<file path="src/rtl/bp_io_mmio_responder.sv">
// Uncached I/O command responder: decodes one io_cmd at a time against a small register
// window (scratch, putchar, finish, cycle counter) and returns exactly one io_resp per command.
module bp_io_mmio_responder #(
    parameter int                       paddr_width_p = 40,
    parameter int                       data_width_p  = 64,
    parameter logic [paddr_width_p-1:0] base_addr_p   = 40'h00_0010_0000
) (
    input  logic                     clk_i,
    input  logic                     reset_n_i,
    input  logic [3:0]               io_cmd_type_i,
    input  logic [paddr_width_p-1:0] io_cmd_addr_i,
    input  logic [2:0]               io_cmd_size_i,
    input  logic [data_width_p-1:0]  io_cmd_data_i,
    input  logic                     io_cmd_v_i,
    output logic                     io_cmd_ready_o,
    output logic [3:0]               io_resp_type_o,
    output logic [paddr_width_p-1:0] io_resp_addr_o,
    output logic [2:0]               io_resp_size_o,
    output logic [data_width_p-1:0]  io_resp_data_o,
    output logic                     io_resp_v_o,
    input  logic                     io_resp_yumi_i,
    output logic [7:0]               putchar_o,
    output logic                     putchar_v_o,
    input  logic                     putchar_ready_i,
    output logic                     finish_o,
    output logic [7:0]               finish_code_o,
    output logic                     decode_err_o
);

    localparam logic [3:0]              uc_wr_c  = 4'd3;
    localparam logic [data_width_p-1:0] one_c    = data_width_p'(1);
    localparam logic [12:0]             off_s0_c = 13'h0000;
    localparam logic [12:0]             off_s1_c = 13'h0001;
    localparam logic [12:0]             off_pc_c = 13'h0200;
    localparam logic [12:0]             off_fn_c = 13'h0400;
    localparam logic [12:0]             off_ct_c = 13'h0600;

    typedef enum logic [1:0] {
        ST_IDLE = 2'd0,
        ST_PUTC = 2'd1,
        ST_RESP = 2'd2
    } state_e;

    state_e                     state_r;
    logic                       cmd_ready_r;
    logic [3:0]                 resp_type_r;
    logic [paddr_width_p-1:0]   resp_addr_r;
    logic [2:0]                 resp_size_r;
    logic [data_width_p-1:0]    resp_data_r;
    logic                       resp_v_r;
    logic [7:0]                 putchar_r;
    logic                       putchar_v_r;
    logic                       finish_r;
    logic [7:0]                 finish_code_r;
    logic                       decode_err_r;
    logic [data_width_p-1:0]    scratch0_r;
    logic [data_width_p-1:0]    scratch1_r;
    logic [data_width_p-1:0]    cycle_r;

    logic                       is_wr_s;
    logic                       hit_s;
    logic [12:0]                off_s;
    logic                       sel_s0_s;
    logic                       sel_s1_s;
    logic                       sel_pc_s;
    logic                       sel_fn_s;
    logic                       sel_ct_s;
    logic                       err_s;
    logic [data_width_p-1:0]    mask_s;
    logic [data_width_p-1:0]    rd_raw_s;
    logic [data_width_p-1:0]    rd_data_s;

    // Byte-lane mask covering 2^size low bytes; sizes above 3 behave as 3.
    function automatic logic [data_width_p-1:0] byte_mask(input logic [2:0] size);
        logic [2:0]              eff;
        int                      nbytes;
        logic [data_width_p-1:0] m;
        eff    = (size > 3'd3) ? 3'd3 : size;
        nbytes = int'(32'd1 << eff);
        m      = '0;
        for (int i = 0; i < data_width_p / 8; i++) begin
            if (i < nbytes) begin
                m[i*8 +: 8] = 8'hFF;
            end else begin
                m[i*8 +: 8] = 8'h00;
            end
        end
        return m;
    endfunction

    // Merge a write into a register: masked bytes replaced, upper bytes kept.
    function automatic logic [data_width_p-1:0] merge_wr(
        input logic [data_width_p-1:0] old_v,
        input logic [data_width_p-1:0] new_v,
        input logic [data_width_p-1:0] mask
    );
        return (old_v & ~mask) | (new_v & mask);
    endfunction

    // Address decode and read-data selection for the command currently presented.
    always_comb begin
        is_wr_s  = (io_cmd_type_i == uc_wr_c);
        hit_s    = (io_cmd_addr_i[paddr_width_p-1:16] == base_addr_p[paddr_width_p-1:16]);
        off_s    = io_cmd_addr_i[15:3];
        mask_s   = byte_mask(io_cmd_size_i);
        sel_s0_s = 1'b0;
        sel_s1_s = 1'b0;
        sel_pc_s = 1'b0;
        sel_fn_s = 1'b0;
        sel_ct_s = 1'b0;
        rd_raw_s = '0;
        if (hit_s) begin
            case (off_s)
                off_s0_c: begin sel_s0_s = 1'b1; rd_raw_s = scratch0_r; end
                off_s1_c: begin sel_s1_s = 1'b1; rd_raw_s = scratch1_r; end
                off_pc_c: begin sel_pc_s = 1'b1; rd_raw_s = '0; end
                off_fn_c: begin sel_fn_s = 1'b1; rd_raw_s = {{(data_width_p-1){1'b0}}, finish_r}; end
                off_ct_c: begin sel_ct_s = 1'b1; rd_raw_s = cycle_r; end
                default:  begin rd_raw_s = '0; end
            endcase
        end else begin
            rd_raw_s = '0;
        end
        err_s     = ~(sel_s0_s | sel_s1_s | sel_pc_s | sel_fn_s | sel_ct_s);
        rd_data_s = rd_raw_s & mask_s;
    end

    // Command FSM, register file, cycle counter and all registered outputs.
    always_ff @(posedge clk_i or negedge reset_n_i) begin
        if (!reset_n_i) begin
            state_r       <= ST_IDLE;
            cmd_ready_r   <= 1'b0;
            resp_type_r   <= 4'd0;
            resp_addr_r   <= '0;
            resp_size_r   <= 3'd0;
            resp_data_r   <= '0;
            resp_v_r      <= 1'b0;
            putchar_r     <= 8'd0;
            putchar_v_r   <= 1'b0;
            finish_r      <= 1'b0;
            finish_code_r <= 8'd0;
            decode_err_r  <= 1'b0;
            scratch0_r    <= '0;
            scratch1_r    <= '0;
            cycle_r       <= '0;
        end else begin
            cycle_r <= cycle_r + one_c;
            case (state_r)
                ST_IDLE: begin
                    if (io_cmd_v_i && cmd_ready_r) begin
                        cmd_ready_r <= 1'b0;
                        resp_type_r <= io_cmd_type_i;
                        resp_addr_r <= io_cmd_addr_i;
                        resp_size_r <= io_cmd_size_i;
                        if (err_s) begin
                            decode_err_r <= 1'b1;
                        end
                        if (is_wr_s && sel_pc_s) begin
                            resp_data_r <= '0;
                            putchar_r   <= io_cmd_data_i[7:0];
                            putchar_v_r <= 1'b1;
                            state_r     <= ST_PUTC;
                        end else begin
                            if (is_wr_s) begin
                                resp_data_r <= '0;
                                if (sel_s0_s) begin
                                    scratch0_r <= merge_wr(scratch0_r, io_cmd_data_i, mask_s);
                                end
                                if (sel_s1_s) begin
                                    scratch1_r <= merge_wr(scratch1_r, io_cmd_data_i, mask_s);
                                end
                                if (sel_fn_s) begin
                                    finish_r      <= 1'b1;
                                    finish_code_r <= io_cmd_data_i[7:0];
                                end
                            end else begin
                                resp_data_r <= rd_data_s;
                            end
                            resp_v_r <= 1'b1;
                            state_r  <= ST_RESP;
                        end
                    end else begin
                        cmd_ready_r <= 1'b1;
                    end
                end
                ST_PUTC: begin
                    if (putchar_ready_i) begin
                        putchar_v_r <= 1'b0;
                        resp_v_r    <= 1'b1;
                        state_r     <= ST_RESP;
                    end
                end
                ST_RESP: begin
                    if (io_resp_yumi_i) begin
                        resp_v_r    <= 1'b0;
                        cmd_ready_r <= 1'b1;
                        state_r     <= ST_IDLE;
                    end
                end
                default: begin
                    state_r     <= ST_IDLE;
                    cmd_ready_r <= 1'b0;
                    resp_v_r    <= 1'b0;
                    putchar_v_r <= 1'b0;
                end
            endcase
        end
    end

    assign io_cmd_ready_o = cmd_ready_r;
    assign io_resp_type_o = resp_type_r;
    assign io_resp_addr_o = resp_addr_r;
    assign io_resp_size_o = resp_size_r;
    assign io_resp_data_o = resp_data_r;
    assign io_resp_v_o    = resp_v_r;
    assign putchar_o      = putchar_r;
    assign putchar_v_o    = putchar_v_r;
    assign finish_o       = finish_r;
    assign finish_code_o  = finish_code_r;
    assign decode_err_o   = decode_err_r;

endmodule

</file>
<file path="config.mk">
export PLATFORM = sky130hd
export DESIGN_NAME = bp_io_mmio_responder
export DESIGN_NICKNAME = d
export VERILOG_FILES = /design/src/rtl/bp_io_mmio_responder.sv
export SDC_FILE = /design/constraint.sdc
export NUM_CORES = 1
export LEC_CHECK = 0
export CAP_MARGIN = 20
export CORE_ASPECT_RATIO = 1.4
export CORE_UTILIZATION = 53
export DETAILED_ROUTE_END_ITERATION = 10
export PLACE_DENSITY = 0.8
export SLEW_MARGIN = 20
export SYNTH_ARGS = -nofsm -noshare
export SYNTH_HDL_FRONTEND = slang
export SYNTH_SLANG_ARGS = --single-unit
</file>
<file path="constraint.sdc">
create_clock -name clk_i -period 2.97 [get_ports clk_i]
set_clock_uncertainty 0.05 [all_clocks]
set_input_delay 0.891 -clock clk_i [delete_from_list [all_inputs] [get_ports clk_i]]
set_output_delay 0.891 -clock clk_i [all_outputs]
set_load 0.05 [all_outputs]
</file>
==> flow_summary_export.csv, run 1 <==
group,metric,value,unit
run_status,outcome,"completed",
worst_setup_path,timing.critical_path.fanout_max,17,
timing,grt_setup_unrepaired,"no",
worst_setup_path,r2r_cells,6,
synth,yosys.cell_types.count,49,
worst_setup_path,critical_path.reg2reg.endpoint,"io_resp_data_o[21]",
clock_network,clkLatencyLatePin,0.56,ns
grt,track_usage,26.9,%
worst_setup_path,rr_startpoint,"state_r[0]",
timing,final.min_clock_period,2.89,ns
worst_setup_path,setup.worst_path.start_class,"primary input",
route,drt-wirelength-per-cell,18.8,um
floorplanning,num_rows,71,
synth,postSynthNetCount,1388,
route,routed_wl,36500,um
placed_design,dp_cells,1888,
synth,avgSynthCellArea,11.4,sq um
route,via_count,10700,
pwr,vdd_drop_max,0.000478,V
synth,synth-seq-area-share,56.4,%
route,drc_errors,0,
timing,hold_viol_final,0,
timing,fin_crit_sh,97.2,%
grt,grt_max_degree,83,
worst_setup_path,reg2reg_setup_slack,0.56,ns
worst_setup_path,crit_path_start,"io_cmd_addr_i[25]",
layout,layout.cells.non_filler,1947,
floorplanning,die_area,0.0280,sq mm
floorplanning,design.core.area,0.0268,sq mm
floorplanning,fp.dieH,197,um
synth,synth_edf_count,0,
clock_network,holdBufCountCts,0,
placed_design,dpl.hpwl,25500,um
synth,synth-warning-count,0,
grt,overflow,0,
worst_setup_path,worst_setup_path_end_kind,"flip-flop",
timing,tightestPinTransition,0.911,ns
timing,timing.slew.headroom,39.2,%
worst_setup_path,cp_data_arrival_time,3.27,ns
clock_network,clock_tree_sinks,326,
route,antenna_violating_nets_left,0,
clock_network,cts_max_path_buffers,3,
route,drt_iter0_markers,568,
layout,mostFrequentLayoutCell,"dfrtp_1",
layout,areaGrowthSynthToFinish,30.5,%
grt,antenna_violations_before_repair,5,
synth,post_synthesis_async_set_or_reset_flop_share,100,%
layout,design.final.nets,1672,
synth,netlist_area,0.0145,sq mm
worst_hold_path,type_of_the_worst_min_delay_path,"primary input to asynchronous set/reset pin",
floorplanning,die_width,142,um
worst_setup_path,required,3.35,ns
pwr,power_density,638,mW/mm^2
floorplanning,initial_core_util,53.9,%
layout,leading_cell_types_in_the_layout_fill_and_taps_excluded,"326 x dfrtp_1, 245 x clkdlybuf4s50_1, 235 x nand2_1, 100 x nor2_1, 84 x mux2_2",
clock_network,cts.clk_slew.worst_paths,0.06,ns
floorplanning,floorplan.io_pins,248,
timing,setup_viol_count_final,0,
synth,number_of_synthesized_register_bits,326,
flow_run,max-cap-violations,0,
grt,grt_first_pass_wirelength,59000,um
timing,slew_viol_final,0,
pwr,p_leak,8.69,nW
route,drt-vias-per-instance,5.51,
clock_network,cts.root.buffer_cell,"clkbuf_16",
clock_network,cts_buffers,30,
timing,fmaxAchievable,346,MHz
grt,via_count_of_the_first_global_routing_pass,11200,
worst_setup_path,worst-setup-path-type,"primary input to flip-flop",
layout,layout_cells_sized_above_1,18.2,%
pwr,totalPowerFinal,12.0,mW
placed_design,globalplace.congestion,0.894,
placed_design,portBuffers,247,
clock_network,h_tree_depth_reported_by_cts,1,
route,drt-pass1-iter-count,5,
synth,syn-instance-count,1271,
clock_network,cts_tree,"done",
synth,postSynth.topFlopCell,"dfrtp_1",
cell families after synthesis:
| kind of cell | synth area share, % |
|---|---|
| xor+xnor | 3.75 |
| buf+inv | 2.73 |
| simple gates | 14.6 |
| flops | 56.4 |
| compound gates | 5.22 |
| fa+ha+maj | 0.0865 |
| mux | 17.2 |
per-stage QoR:
step | utilization [%] | setup WS (ns) | setup TNS, ns | hold WS [ns] | instance area (sq um)
finish | 70.4 | 0.0831 | 0 | 0.211 | 18900
global route | 70.3 | 0.00242 | 0 | 0.243 | 18900
CTS | 70.3 | 0.0458 | 0 | 0.216 | 18900
detailed placement | 66.3 | -0.657 | -114.29 | 0.411 | 17800
global placement | 66.3 | -0.636 | -114.20 | 0.407 | 17800
floorplan | - | 0.000305 | 0 | 0.396 | 14500
how the worst min path moves through the flow:
stage	slack, ns	start	end	depth (start not counted)
5_1_grt	0.24	reset_n_i	io_resp_addr_o[28]	1
6_report	0.21	reset_n_i	io_resp_addr_o[20]	1
4_1_cts	0.22	reset_n_i	io_resp_addr_o[20]	1
3_5_place_dp	0.41	io_resp_addr_o[8]	io_resp_addr_o[8]	2
3_3_place_gp	0.41	io_resp_addr_o[11]	io_resp_addr_o[11]	2
2_1_floorplan	0.40	cycle_r[63]	cycle_r[63]	1
worst max-delay path, cell delays in order:
cell and delay [ns]:
clkdlybuf4s50_1 0.46, nor4b_4 0.33, buf_4 0.15, nand2_1 0.06, buf_4 0.16, nor4_4 0.31
and4_2 0.36, buf_12 0.20, mux2_2 0.35
repair_timing:
action | CTS | global route
endpoints found under the setup margin | 130 | 17
gates resized for setup | 1 | 5
hold endpoints to repair | 0 | 0
buffers inserted | 0 | 0
cell type report:
| type | instances | area (sq um) |
|---|---|---|
| Timing Repair Buffer | 314 | 3190 |
| Tap cell | 365 | 457 |
| Multi-Input combinational cell | 874 | 5970 |
| Inverter | 9 | 33.8 |
| Clock inverter | 14 | 200 |
| Clock buffer | 41 | 863 |
| Fill cell | 1956 | 7950 |
| Sequential cell | 326 | 8160 |
| Antenna cell | 4 | 10.0 |
routing by layer:
metal / part of all wire, % / global-route usage [%] / vias up
met5: 0.047 / 0 / -
met4: 3.7 / 11.9 / 2
met3: 5.4 / 4.22 / 84
met2: 52 / 47.5 / 331
met1: 39 / 32.2 / 5386
li1: - / - / 4917
power breakdown:
part / total [mW] / internal, mW / leakage [nW] / switching, mW
registers: 4.99 / 4.78 / 4.45 / 0.206
logic: 2.93 / 0.937 / 3.71 / 1.99
clock network: 4.12 / 2.46 / 0.522 / 1.66
total: 12.0 / 8.18 / 8.69 / 3.86
cells in the mapped netlist, types with 7 or more instances:
cell | number | area [sq um]
o21ai_1 | 10 | 50.1
mux2_2 | 84 | 946
xor2_1 | 28 | 245
mux2_4 | 60 | 901
nand4_1 | 29 | 181
nand2_1 | 235 | 882
nor4_1 | 9 | 56.3
nor3_1 | 18 | 90.1
o21ai_0 | 59 | 295
nor2_1 | 100 | 375
inv_1 | 9 | 33.8
and3_1 | 10 | 62.6
a21oi_1 | 66 | 330
buf_2 | 7 | 35.0
nand3_1 | 25 | 125
mux2i_1 | 64 | 641
clkbuf_1 | 42 | 158
xnor2_1 | 34 | 298
dfrtp_1 | 326 | 8160
(Power assumes the default switching activity.)
==> inputs of run 2 (changes only) <==
- CORE_ASPECT_RATIO: 1.4 -> not set
==> run 2 against run 1 <==
Compared with the run above:
- critical path type unchanged
- flip-flop and latch count stayed put
- utilization is 0.41 points lower
- hold slack better by 0.074 ns
- wire length hardly changed
- cell count is 0.98% lower
==> flow_summary_export.csv, run 2 (synthesis results as in run 1) <==
group,metric,value,unit
clock_network,h_tree_depth_reported_by_cts,2,
layout,mostFrequentLayoutCell,"dfrtp_1",
worst_hold_path,type_of_the_worst_min_delay_path,"primary input to asynchronous set/reset pin",
clock_network,cts_max_path_buffers,3,
layout,layout_cells_sized_above_1,18.2,%
pwr,power_density,635,mW/mm^2
clock_network,cts_buffers,35,
grt,antenna_violations_before_repair,1,
floorplanning,floorplan.io_pins,248,
worst_setup_path,setup.worst_path.start_class,"primary input",
placed_design,portBuffers,247,
route,drt-wirelength-per-cell,19.0,um
floorplanning,design.core.area,0.0269,sq mm
route,antenna_violating_nets_left,0,
layout,areaGrowthSynthToFinish,30.0,%
worst_setup_path,crit_path_frequent_cell,"buf_4",
floorplanning,die_area,0.0280,sq mm
grt,track_usage,26.6,%
route,via_count,10700,
floorplanning,die_width,167,um
placed_design,post_dp_cell_area,0.0177,sq mm
grt,grt_max_degree,83,
timing,hold_viol_final,0,
run_status,outcome,"completed",
layout,final_cell_area,0.0188,sq mm
pwr,vdd_drop_max,0.000373,V
route,drt_iter0_markers,741,
worst_setup_path,worst-path-buf-inv,3,
timing,final.min_clock_period,2.86,ns
clock_network,cts_tree,"done",
placed_design,dpl.hpwl,24800,um
worst_setup_path,rr_startpoint,"state_r[0]",
worst_setup_path,required,3.34,ns
timing,fin_crit_sh,96.4,%
timing,fmaxAchievable,349,MHz
route,drt-vias-per-instance,5.55,
timing,setup_viol_count_final,0,
worst_setup_path,critPathTopFamily,"simple AND/OR/NAND/NOR gates",
worst_setup_path,cp_slowest_stage_delay,0.58,ns
worst_setup_path,r2r_cells,6,
placed_design,globalplace.congestion,0.823,
route,drc_errors,0,
flow_run,max-cap-violations,0,
worst_setup_path,worst_setup_path_end_kind,"flip-flop",
grt,grt_first_pass_wirelength,59500,um
grt,via_count_of_the_first_global_routing_pass,11300,
worst_setup_path,cp_data_arrival_time,3.23,ns
worst_setup_path,standard_cell_with_the_maximum_stage_delay_on_the_critical_path,"or4_1",
clock_network,cts.root.buffer_cell,"clkbuf_16",
floorplanning,initial_core_util,53.8,%
timing,slew_viol_final,0,
grt,overflow,0,
worst_setup_path,worstPathCellList,"clkdlybuf4s50_1 -> nor4_2 -> buf_4 -> nand4_2 -> or4_1 -> buf_4 -> o21bai_4 -> o21ai_0",
layout,leading_cell_types_in_the_layout_fill_and_taps_excluded,"326 x dfrtp_1, 245 x clkdlybuf4s50_1, 235 x nand2_1, 100 x nor2_1, 84 x mux2_2",
route,drt-pass1-iter-count,5,
clock_network,clock_tree_sinks,326,
worst_setup_path,reg2reg_setup_slack,0.56,ns
pwr,p_leak,8.69,nW
floorplanning,num_rows,60,
clock_network,cts.clk_slew.worst_paths,0.06,ns
pwr,totalPowerFinal,11.9,mW
clock_network,clkLatencyLatePin,0.51,ns
worst_setup_path,timing.critical_path.fanout_max,16,
layout,design.final.nets,1680,
worst_setup_path,worst-setup-path-type,"primary input to flip-flop",
route,routed_wl,36600,um
worst_setup_path,critical_path.reg2reg.endpoint,"io_resp_data_o[18]",
timing,timing.slew.headroom,37.5,%
timing,grt_setup_unrepaired,"yes",
floorplanning,fp.dieH,167,um
timing,tightestPinTransition,0.938,ns
timing,worst_hold_slack,0.286,ns
-- run 2: worst max path at each step --
stage                              end               from  cells past startpoint  slack (ns)
global route              putchar_o[6]  io_cmd_addr_i[17]                      8      -0.002
finish              io_resp_data_o[18]  io_cmd_addr_i[17]                      8        0.11
floorplan                    flip-flop  io_cmd_addr_i[25]                      7      0.0003
detailed placement           flip-flop  io_cmd_addr_i[17]                      8       -0.48
CTS                          flip-flop  io_cmd_addr_i[17]                      8        0.03
global placement             flip-flop   io_cmd_addr_i[4]                      9       -0.47
-- run 2: routing by layer --
layer  wire (um)  up-vias  track usage, %
met5           0        -               0
met3        1740       68            3.85
met1       15600     5369            35.1
li1            -     4933               -
met4         992        0            9.37
met2       18200      323            44.9
-- run 2: power breakdown --
group	total (mW)	switching [mW]	internal, mW	leakage [nW]
Clock	4.07	1.74	2.33	0.524
Combinational	2.88	1.96	0.922	3.72
Sequential	4.98	0.200	4.78	4.45
-- run 2: what timing repair did --
item / in CTS / in global routing
endpoints found under the setup margin: 0 / 78
setup buffers: 0 / 0
hold buffers: 0 / 0
resized for setup: 0 / 7
-- run 2: stage by stage --
step	TNS, ns	setup WS (ns)	utilization (%)	cells
after detailed placement	-76.57	-0.481	65.9	1867
after floorplan	0	0.000305	-	1271
after global placement	-77.09	-0.472	65.9	1867
after CTS	0	0.0279	69.9	1927
after global routing	-0.00267	-0.00195	70.0	1928
final	0	0.108	70.0	1928
-- run 2: cell type report --
class | count | area (sq um)
flip-flops and latches | 326 | 8160
fillers | 1937 | 8080
multi-input cells | 874 | 5960
repair buffers | 317 | 3160
clock buffers | 51 | 997
well taps | 341 | 427
clock inverters | 9 | 60.1
inverters | 9 | 33.8
diodes | 1 | 2.50
==> inputs of run 3 (changes only) <==
- ABC_AREA: not set -> 1
- CORE_UTILIZATION: 53 -> 54
==> run 3 against run 2 <==
Compared with the run above:
- cell count increased by 33%
- combinational power up 10%
- register-to-register slack better by 0.07 ns
- maximum frequency rose by 7.8%
==> flow_summary_export.csv, run 3 <==
group,metric,value,unit
run_status,outcome,"completed",
floorplanning,design.core.area,0.0280,sq mm
synth,yosys.cell_types.count,30,
worst_setup_path,worst-setup-path-type,"flip-flop to output port",
route,drt_iter0_markers,1600,
layout,design.final.nets,2285,
layout,areaGrowthSynthToFinish,27.3,%
worst_setup_path,setup.worst_path.start_class,"flip-flop",
synth,postSynthNetCount,2057,
flow_run,max-cap-violations,0,
grt,grt_max_degree,116,
worst_setup_path,cp_data_arrival_time,1.71,ns
synth,postSynth.topFlopCell,"dfrtp_1",
clock_network,clkLatencyLatePin,0.51,ns
synth,synth_edf_count,0,
clock_network,post_cts.resized_instances,0,
grt,overflow,0,
clock_network,clock_tree_sinks,326,
worst_setup_path,standard_cell_with_the_maximum_stage_delay_on_the_critical_path,"clkdlybuf4s50_1",
floorplanning,floorplan.io_pins,248,
pwr,p_leak,9.61,nW
route,drc_errors,0,
grt,grt_first_pass_wirelength,70700,um
timing,fin_crit_sh,89.4,%
worst_setup_path,worst-path-buf-inv,1,
floorplanning,fp.dieH,171,um
synth,synth_top_area_share,52.6,%
worst_setup_path,cp_slowest_stage_delay,0.85,ns
synth,number_of_synthesized_register_bits,326,
placed_design,globalplace.congestion,0.970,
layout,mostFrequentLayoutCell,"nand2_1",
placed_design,dpl.hpwl,30500,um
floorplanning,die_area,0.0294,sq mm
synth,synth-seq-area-share,52.6,%
synth,netlist_area,0.0155,sq mm
route,routed_wl,43800,um
clock_network,cts_tree,"done",
worst_setup_path,worstPathCellList,"clkdlybuf4s50_1",
clock_network,postCtsSetupBuffers,0,
grt,antenna_violations_before_repair,0,
timing,hold_viol_final,0,
timing,slew_viol_final,0,
synth,synth_common_cells,"859 x nand2_1, 326 x dfrtp_1, 165 x nand3_1",
worst_setup_path,critPathTopFamily,"buffers and inverters",
timing,grt_setup_unrepaired,"no",
grt,via_count_of_the_first_global_routing_pass,13700,
pwr,vdd_drop_max,0.000422,V
synth,avgSynthCellArea,7.99,sq um
timing,setup_viol_count_final,0,
timing,timing.slew.headroom,54.9,%
clock_network,cts.root.buffer_cell,"clkbuf_16",
route,via_count,14200,
placed_design,portBuffers,247,
floorplanning,num_rows,61,
synth,syn-instance-count,1940,
route,drt-wirelength-per-cell,17.1,um
worst_setup_path,timing.critical_path.fanout_max,2,
clock_network,cts_buffers,36,
floorplanning,initial_core_util,55.4,%
timing,fmaxAchievable,377,MHz
synth,synth-warning-count,0,
timing,tightestPinTransition,0.671,ns
pwr,power_density,649,mW/mm^2
clock_network,holdBufCountCts,0,
floorplanning,die_width,171,um
synth,post_synthesis_async_set_or_reset_flop_share,100,%
route,antenna_violating_nets_left,0,
worst_setup_path,reg2reg_setup_slack,0.63,ns
route,drt-vias-per-instance,5.52,
timing,fin_setup_tns,0,ns
synth,ys_top_cells_by_area,"dfrtp_1 53%, nand2_1 21%, nand4_1 5.8%, nand3_1 5.3%, nor2_1 2.5%",
worst_setup_path,worst_setup_path_end_kind,"output port",
layout,leading_cell_types_in_the_layout_fill_and_taps_excluded,"859 x nand2_1, 326 x dfrtp_1, 246 x clkdlybuf4s50_1, 165 x nand3_1, 144 x nand4_1",
worst_setup_path,required,2.03,ns
clock_network,cts_max_path_buffers,3,
timing,final.min_clock_period,2.66,ns
clock_network,h_tree_depth_reported_by_cts,2,
route,drt-pass1-iter-count,6,
layout,layout_cells_sized_above_1,5.98,%
synth,yosysMostFrequentCell,"nand2_1",
worst_setup_path,r2r_cells,8,
synth,netlist.top_cell.by_area,"dfrtp_1",
worst_hold_path,type_of_the_worst_min_delay_path,"primary input to asynchronous set/reset pin",
clock_network,cts.clk_slew.worst_paths,0.06,ns
grt,track_usage,30.6,%
worst_setup_path,crit_cells,1,
pwr,totalPowerFinal,12.8,mW
layout,n_antenna_cell,0,
## run 3: cell count changes after synthesis, sizes merged, moves of 12 or more
| cell | delta |
|---|---|
| mux2 | -144 |
| a21oi | -62 |
| nand4 | +112 |
| xnor2 | -19 |
| mux2i | -64 |
| nor3 | +15 |
| nor2 | +12 |
| nand3 | +142 |
| clkbuf | -15 |
| nand2 | +628 |
| o21ai | -30 |
| nor4 | -14 |
| inv | +77 |
| buf | +48 |
## run 3: stage by stage
stage / cells / area, sq um / util, % / setup WS [ns] / hold WS [ns]
after floorplan: 1940 / 15500 / - / 0.798 / 0.392
after global placement: 2508 / 18500 / 66.0 / 0.124 / 0.403
after detailed placement: 2508 / 18500 / 66.0 / 0.0412 / 0.408
after CTS: 2570 / 19700 / 70.5 / 0.298 / 0.174
after global routing: 2570 / 19700 / 70.5 / 0.276 / 0.184
final: 2570 / 19700 / 70.5 / 0.314 / 0.182
## run 3: worst paths after layout
check                                   from                  to
max in group asynchronous          reset_n_i  io_resp_data_o[48]
max                        io_resp_size_o[2]   io_resp_size_o[2]
min in group clk_i                 flip-flop           flip-flop
max reg2reg                       state_r[1]           flip-flop
min                                reset_n_i        putchar_o[7]
min reg2reg                        flip-flop           flip-flop
## run 3: layout make-up
type / count / area, sq um
Multi-Input combinational cell: 1433 / 6510
Sequential cell: 326 / 8160
Inverter: 86 / 323
Tap cell: 378 / 473
Fill cell: 2249 / 8270
Clock buffer: 48 / 1040
Timing Repair Buffer: 285 / 3040
Clock inverter: 14 / 205
## run 3: metal layers
layer | vias up | track usage (%) | wire length [um]
li1 | 6728 | - | -
met1 | 6832 | 43.1 | 19300
met2 | 561 | 48.9 | 20800
met3 | 78 | 4.30 | 2760
met4 | 0 | 9.59 | 1010
met5 | - | 0 | 0
## run 3: cell families after synthesis
family / share of synthesized area (%)
compound gates: 1.39
xor+xnor: 2.94
fa+ha+maj: 0.0807
buf+inv: 5.50
flops: 52.6
simple gates: 37.5
## run 3: power by group
group | switching (mW) | total (mW) | internal (mW) | leakage [nW]
sequential | 0.182 | 4.94 | 4.76 | 4.46
combinational | 2.24 | 3.18 | 0.945 | 4.54
clock | 1.79 | 4.68 | 2.89 | 0.614
total | 4.21 | 12.8 | 8.59 | 9.61
## run 3: worst register-to-register path, stage by stage, from the launching register on
cell	delay (ns)
dfrtp_1	0.42
nor2_2	0.50
nand2_4	0.20
inv_2	0.12
nand2_1	0.11
nand2_4	0.23
nand3_1	0.35
nand2_1	0.18
nand2_1	0.07
